## config.mk

```make
export PLATFORM = sky130hd
export DESIGN_NAME = back_ground_layers
export DESIGN_NICKNAME = d
export VERILOG_FILES = /design/src/rtl/bg_pkg.sv /design/src/rtl/bg_flash_fsm.sv /design/src/rtl/back_ground_layers.sv
export SDC_FILE = /design/constraint.sdc
export NUM_CORES = 1
export LEC_CHECK = 0
export ABC_AREA = 1
export CAP_MARGIN = 20
export CELL_PAD_IN_SITES_DETAIL_PLACEMENT = 1
export CELL_PAD_IN_SITES_GLOBAL_PLACEMENT = 1
export CORE_MARGIN = 5
export CORE_UTILIZATION = 35
export CTS_BUF_LIST = sky130_fd_sc_hd__clkbuf_4 sky130_fd_sc_hd__clkbuf_8 sky130_fd_sc_hd__clkbuf_16
export CTS_CLUSTER_DIAMETER = 120
export DETAILED_ROUTE_END_ITERATION = 12
export PLACE_DENSITY = 0.77
export SETUP_SLACK_MARGIN = 0.02
export SYNTH_ARGS = -nofsm -noshare
export SYNTH_HDL_FRONTEND = slang
export SYNTH_SLANG_ARGS = --single-unit
```

## constraint.sdc

```tcl
create_clock -name clk -period 1.6 [get_ports clk]
set_input_delay 0.24 -clock clk [delete_from_list [all_inputs] [get_ports clk]]
set_output_delay 0.24 -clock clk [all_outputs]
set_load 0.01 [all_outputs]
```

## src/rtl/bg_pkg.sv

```systemverilog
// Shared colours, ground palettes and flash-state encoding for the layered background.
package bg_pkg;

    localparam logic [7:0] BORDER_COLOR = 8'hE3;
    localparam logic [7:0] FLASH_COLOR  = 8'hFC;
    localparam logic [7:0] SKY_COLOR    = 8'h1F;
    localparam logic [7:0] CLOUD_COLOR  = 8'hFF;

    // Indexed [levelSel][stripe index]; one row per level.
    localparam logic [7:0] GROUND_PAL [0:3][0:3] = '{
        '{8'h8C, 8'h88, 8'h6C, 8'h68},
        '{8'hB0, 8'h90, 8'hAC, 8'h8C},
        '{8'h49, 8'h6D, 8'h25, 8'h92},
        '{8'hE0, 8'hC4, 8'hA0, 8'h80}
    };

    typedef enum logic [1:0] {
        IDLE = 2'd0,
        ON   = 2'd1,
        OFF  = 2'd2
    } flash_state_t;

endpackage

```

## src/rtl/bg_flash_fsm.sv

```systemverilog
// Border-flash burst sequencer: NUM_FLASHES ON/OFF pairs, each phase FLASH_FRAMES frames long.
module bg_flash_fsm
    import bg_pkg::*;
#(
    parameter int FLASH_FRAMES = 8,
    parameter int NUM_FLASHES  = 3
) (
    input  logic clk,
    input  logic resetN,
    input  logic startOfFrame,
    input  logic flashStart,
    output logic flashOn,
    output logic flashBusy
);

    localparam int FW = $clog2(FLASH_FRAMES + 1);
    localparam int PW = $clog2(NUM_FLASHES + 1);

    flash_state_t  state_q, state_d;
    logic [FW-1:0] frame_q, frame_d;
    logic [PW-1:0] pair_q, pair_d;
    logic [PW-1:0] pair_inc;
    logic          busy_q;

    assign pair_inc = pair_q + PW'(1);

    always_comb begin
        state_d = state_q;
        frame_d = frame_q;
        pair_d  = pair_q;
        // A start pulse always wins, even over a coincident frame tick.
        if (flashStart) begin
            state_d = ON;
            frame_d = '0;
            pair_d  = '0;
        end else begin
            case (state_q)
                IDLE: begin
                    frame_d = '0;
                    pair_d  = '0;
                end
                ON: begin
                    if (startOfFrame) begin
                        if (frame_q == FW'(FLASH_FRAMES - 1)) begin
                            state_d = OFF;
                            frame_d = '0;
                        end else begin
                            frame_d = frame_q + FW'(1);
                        end
                    end
                end
                OFF: begin
                    if (startOfFrame) begin
                        if (frame_q == FW'(FLASH_FRAMES - 1)) begin
                            pair_d  = pair_inc;
                            frame_d = '0;
                            state_d = (pair_inc == PW'(NUM_FLASHES)) ? IDLE : ON;
                        end else begin
                            frame_d = frame_q + FW'(1);
                        end
                    end
                end
                default: begin
                    state_d = IDLE;
                    frame_d = '0;
                    pair_d  = '0;
                end
            endcase
        end
    end

    always_ff @(posedge clk or negedge resetN) begin
        if (!resetN) begin
            state_q <= IDLE;
            frame_q <= '0;
            pair_q  <= '0;
            busy_q  <= 1'b0;
        end else begin
            state_q <= state_d;
            frame_q <= frame_d;
            pair_q  <= pair_d;
            busy_q  <= (state_d != IDLE);
        end
    end

    assign flashOn   = (state_q == ON);
    assign flashBusy = busy_q;

endmodule

```

## src/rtl/back_ground_layers.sv

```systemverilog
// Lowest-priority VGA layer: border, sky with scrolling cloud band, and striped ground,
// all registered one clock after the scan coordinates.
module back_ground_layers
    import bg_pkg::*;
#(
    parameter int H_ACTIVE          = 640,
    parameter int V_ACTIVE          = 480,
    parameter int BORDER_W          = 20,
    parameter int SKY_H             = 120,
    parameter int CLOUD_Y0          = 40,
    parameter int CLOUD_H           = 24,
    parameter int CLOUD_PERIOD_LOG2 = 6,
    parameter int SCROLL_STEP       = 2,
    parameter int STRIPE_LOG2       = 5,
    parameter int FLASH_FRAMES      = 8,
    parameter int NUM_FLASHES       = 3
) (
    input  logic        clk,
    input  logic        resetN,
    input  logic [10:0] pixelX,
    input  logic [10:0] pixelY,
    input  logic        startOfFrame,
    input  logic        scrollEn,
    input  logic [1:0]  levelSel,
    input  logic        flashStart,
    output logic [7:0]  BG_RGB,
    output logic        boardersDrawReq,
    output logic        skyDrawReq,
    output logic        flashBusy
);

    if (!(2 * BORDER_W < V_ACTIVE)) begin : g_bad_border
        $error("BORDER_W too large for V_ACTIVE");
    end
    if (!(SKY_H < V_ACTIVE)) begin : g_bad_sky
        $error("SKY_H must be below V_ACTIVE");
    end
    if (!(CLOUD_Y0 + CLOUD_H <= SKY_H)) begin : g_bad_cloud
        $error("cloud band must lie inside the sky");
    end
    if (!(SCROLL_STEP < H_ACTIVE)) begin : g_bad_step
        $error("SCROLL_STEP must be below H_ACTIVE");
    end

    localparam int SW  = $clog2(H_ACTIVE);
    localparam int SW1 = SW + 1;

    localparam logic [10:0] X_END   = 11'(H_ACTIVE);
    localparam logic [10:0] Y_END   = 11'(V_ACTIVE);
    localparam logic [10:0] BW      = 11'(BORDER_W);
    localparam logic [10:0] X_RB    = 11'(H_ACTIVE - BORDER_W);
    localparam logic [10:0] Y_BB    = 11'(V_ACTIVE - BORDER_W);
    localparam logic [10:0] SKY_END = 11'(SKY_H);
    localparam logic [10:0] CY_LO   = 11'(CLOUD_Y0);
    localparam logic [10:0] CY_HI   = 11'(CLOUD_Y0 + CLOUD_H);

    logic          flash_on;
    logic [SW-1:0] scroll_q, scroll_d;
    logic [SW:0]   scroll_sum;
    logic [11:0]   xs_sum, xs;
    logic          cloud_bit;
    logic [1:0]    stripe_idx;
    logic          outside, in_border, in_cloud_rows;
    logic [7:0]    rgb_q, rgb_d;
    logic          border_q, border_d;
    logic          sky_q, sky_d;

    bg_flash_fsm #(
        .FLASH_FRAMES (FLASH_FRAMES),
        .NUM_FLASHES  (NUM_FLASHES)
    ) u_flash (
        .clk          (clk),
        .resetN       (resetN),
        .startOfFrame (startOfFrame),
        .flashStart   (flashStart),
        .flashOn      (flash_on),
        .flashBusy    (flashBusy)
    );

    // Single-subtract wrap keeps the offset in [0, H_ACTIVE-1] since SCROLL_STEP < H_ACTIVE.
    always_comb begin
        scroll_sum = {1'b0, scroll_q} + SW1'(SCROLL_STEP);
        scroll_d   = scroll_q;
        if (startOfFrame && scrollEn) begin
            if (scroll_sum >= SW1'(H_ACTIVE)) begin
                scroll_d = SW'(scroll_sum - SW1'(H_ACTIVE));
            end else begin
                scroll_d = SW'(scroll_sum);
            end
        end
    end

    assign xs_sum     = {1'b0, pixelX} + 12'(scroll_q);
    assign xs         = (xs_sum >= 12'(H_ACTIVE)) ? (xs_sum - 12'(H_ACTIVE)) : xs_sum;
    assign cloud_bit  = 1'(xs >> (CLOUD_PERIOD_LOG2 - 1));
    assign stripe_idx = 2'((pixelY - SKY_END) >> STRIPE_LOG2);

    assign outside       = (pixelX >= X_END) || (pixelY >= Y_END);
    assign in_border     = (pixelX < BW) || (pixelY < BW) || (pixelX >= X_RB) || (pixelY >= Y_BB);
    assign in_cloud_rows = (pixelY >= CY_LO) && (pixelY < CY_HI);

    always_comb begin
        rgb_d    = 8'h00;
        border_d = 1'b0;
        sky_d    = 1'b0;
        if (!outside) begin
            if (in_border) begin
                border_d = 1'b1;
                rgb_d    = flash_on ? FLASH_COLOR : BORDER_COLOR;
            end else if (pixelY < SKY_END) begin
                sky_d = 1'b1;
                rgb_d = (in_cloud_rows && cloud_bit) ? CLOUD_COLOR : SKY_COLOR;
            end else begin
                rgb_d = GROUND_PAL[levelSel][stripe_idx];
            end
        end
    end

    always_ff @(posedge clk or negedge resetN) begin
        if (!resetN) begin
            scroll_q <= '0;
            rgb_q    <= 8'h00;
            border_q <= 1'b0;
            sky_q    <= 1'b0;
        end else begin
            scroll_q <= scroll_d;
            rgb_q    <= rgb_d;
            border_q <= border_d;
            sky_q    <= sky_d;
        end
    end

    assign BG_RGB          = rgb_q;
    assign boardersDrawReq = border_q;
    assign skyDrawReq      = sky_q;

endmodule
```

==> impl_metrics.toml <==
[run_status]
status = "finished clean"

[synthesis]
syn_area_per_cell_um2 = 6.91
ys_seq_elements = 24
synth-async-reset-ratio = 1.00
synth.area.top_cells = "dfrtp_1, nand2_1, nor2_1"
synth_cells = 250
syn_area_mm2 = 0.00173
synth_edf_count = 0
synth_fp_nets = 289
seq_area_frac_synth = 0.348
synth_top_cell_by_area = "dfrtp_1"
synthFlopType = "dfrtp_1"
yosysWarnings = 0
synth.distinct_cells = 25
synth_top_area_share = 0.348

[worst_setup_path]
slowest_stage = "clkdlybuf4s50_1"
critPathKind = "in -> reg"
worstPathMaxFanout = 3
crit_chain = "clkdlybuf4s50_1, ha_1, a21oi_2, nand2_1, nand2_1, nand3_2, nand2_1, nor2_1, nor2_1"
worstSetupEndpointType = "flip-flop"
required_ns = 1.79
slowest_delay_ns = 0.43
cpMostUsedCell = "nand2_1"
cp.arrival_ns = 1.67
cp_top_family = "simple AND/OR/NAND/NOR gates"
cp_num_buf_inv = 1
start_kind = "input port"

[clocking]
clkLatencyLatePin_ns = 0.26
clock_path_buffers = 2
h-tree-depth = 1
cts_tree = "built"
numCtsBuffers = 3
clock_sinks = 24
cts.clk_slew.worst_paths_ns = 0.08
cts_root_buf = "clkbuf_8"

[pwr]
combPwrFrac = 0.336
p_clk_frac = 0.223
p_per_area_mw_per_mm2 = 774
total_leakage_power_nw = 1.21
p_int_mw = 1.22
peakVddDrop_mv = 0.379
pwr-share-seq = 0.440
switching_power_mw = 0.603
swShare = 0.330

[run]
max-cap-violations = 0

[route]
ant_nets = 0
vias_per_cell = 4.64
initialDrtViolationCount = 35
drc = 0
wl_per_cell_um = 11.7
dr_total_vias = 1726
first_pass_iters = 4
wl_um = 4350

[global_routing]
antenna_found_initial = 0
first_global_vias = 1799
grtUsageTotal = 0.146
grt_first_pass_wirelength_um = 7620
grt_max_degree = 25
overflow = 0

[floorplanning]
initial_core_util = 0.363
std_cell_rows = 25
ios = 40
floorplan.die.height_um = 80.3
dieWidth_um = 80.3
floorplan.die_area_mm2 = 0.00644
coreArea_mm2 = 0.00475

[sta]
setup_viol = 0
tightest_slew_ns = 0.309
period_minus_slack_ns = 1.48
fmax_mhz = 675
fin_worst_skew_ns = 0.00231
setup_ws_ns = 0.119
slew_viol_final = 0
relSlewSlack = 0.794
rsz0062_at_grt = "false"
hold_ws_ns = 0.332
setup_tns_ns = 0
fin_crit_sh = 0.926
hold_viol_final = 0

[final_layout]
fin_util = 0.496
drive_gt1_frac = 0.167
finalNetCount = 345
finalNonFillerCells = 372
area_delta_synth_final_pct = 36.6
antenna_cells = 0

[placed_design]
dp.cells = 367
io_buffers = 37
place_ws_ns = -0.173
gp_congestion = 0.860
dp_hpwl_um = 3770

[min_path]
hold_path.class = "in -> async"
## synth_stat cells (3+ instances only)
master    count
xnor2_1       4
nor2_2        6
inv_2         7
ha_1         10
nor2_1       36
o21ai_1       3
o21ai_0       4
nand4_1       5
nand3_1      21
a21oi_1       7
clkinv_1      3
inv_1        34
nand2_1      64
dfrtp_1      24
nand2_2       7
nand2_4       4
## layer usage
metal	share of wire	wire [µm]	global-route usage
met4	0.0071	31	0.0304
met5	0	0	0
met3	0.022	96	0.0179
met2	0.53	2310	0.279
met1	0.44	1910	0.173
## power groups by stage
stage	Combinational, mW	Clock (mW)	Sequential (mW)
3_5_place_dp	0.573	0	0.823
5_1_grt	0.699	0.463	0.820
3_3_place_gp	0.547	0	0.815
2_1_floorplan	0.349	0	0.799
6_report	0.615	0.408	0.804
4_1_cts	0.574	0.425	0.811
## worst register-to-register path, delay by kind of cell (launching register included)
kind            cells  cell delay [ns]
flops               1             0.42
compound gates      1             0.18
simple gates        6             0.48
fa+ha+maj           1             0.32
## placed cells by master (no fill, tap or decap)
cell	instances
o21ai_2	1
ha_1	10
nand3_2	2
nor2_4	2
nor3b_1	1
xnor2_1	4
clkbuf_8	4
o22ai_2	1
dfrtp_1	24
xor2_1	2
nor2_1	35
o21ai_0	4
buf_4	14
o21a_1	1
nand2_4	4
a21oi_1	6
nand2_1	64
inv_2	7
nand2_2	7
inv_1	34
clkdlybuf4s50_1	37
o21ai_1	3
nand3_1	20
a21oi_2	2
clkinv_1	3
nor2_2	7
nand4_1	5
nor3_1	1
## stage by stage
stage	power, mW	instance area, µm²
after CTS	1.81	2330
after floorplan	1.15	1730
after global placement	1.36	2280
after detailed placement	1.40	2280
final	1.83	2360
after global routing	1.98	2360
## worst paths after layout
| check | start | end | slack, ns | depth (start not counted) |
|---|---|---|---|---|
| worst max-delay path | pixelX[4] | BG_RGB[5] | 0.12 | 9 |
| worst min-delay path | resetN | scroll_q[1] | 0.33 | 2 |
| worst max register to register | scroll_q[4] | BG_RGB[5] | 0.14 | 8 |
| worst min register to register | scroll_q[4] | scroll_q[4] | 0.51 | 1 |
| max in group asynchronous | resetN | u_flash.flashBusy | 1.03 | 2 |
| min in group clk | scroll_q[4] | scroll_q[4] | 0.51 | 1 |
## kinds of logic (layout without fill, tap and decap cells)
group	count (synthesis)	after routing	share of synthesized area
AO/OA/AOI/OAI	18	18	0.0587
buffers and inverters	44	99	0.0956
flip-flops	24	24	0.348
XOR/XNOR	6	6	0.0304
adder cells (fa/ha/maj)	10	10	0.0724
AND/OR/NAND/NOR	148	148	0.395
## flip-flops by register name, indices dropped and copies added, names as in the netlist
name,count
u_flash.state_q,2
boardersDrawReq,1
BG_RGB,8
u_flash.pair_q,2
u_flash.flashBusy,1
scroll_q,5
skyDrawReq,1
u_flash.frame_q,4
## area by class of cell
cell class	count	area, µm²
clock buffer	4	55.1
fill	635	2390
inverter	44	165
multi-input combinational	182	980
sequential	24	601
tap	67	83.8
timing repair buffer	51	475
## timing repair
action / 4_1_cts / 5_1_grt
buffers inserted: 0 / 1
hold endpoints to repair: 0 / 0
endpoints found under the setup margin: 0 / 7
resized for setup: 0 / 4
hold buffers: 0 / 0
Power figures use the tool's default switching activity.
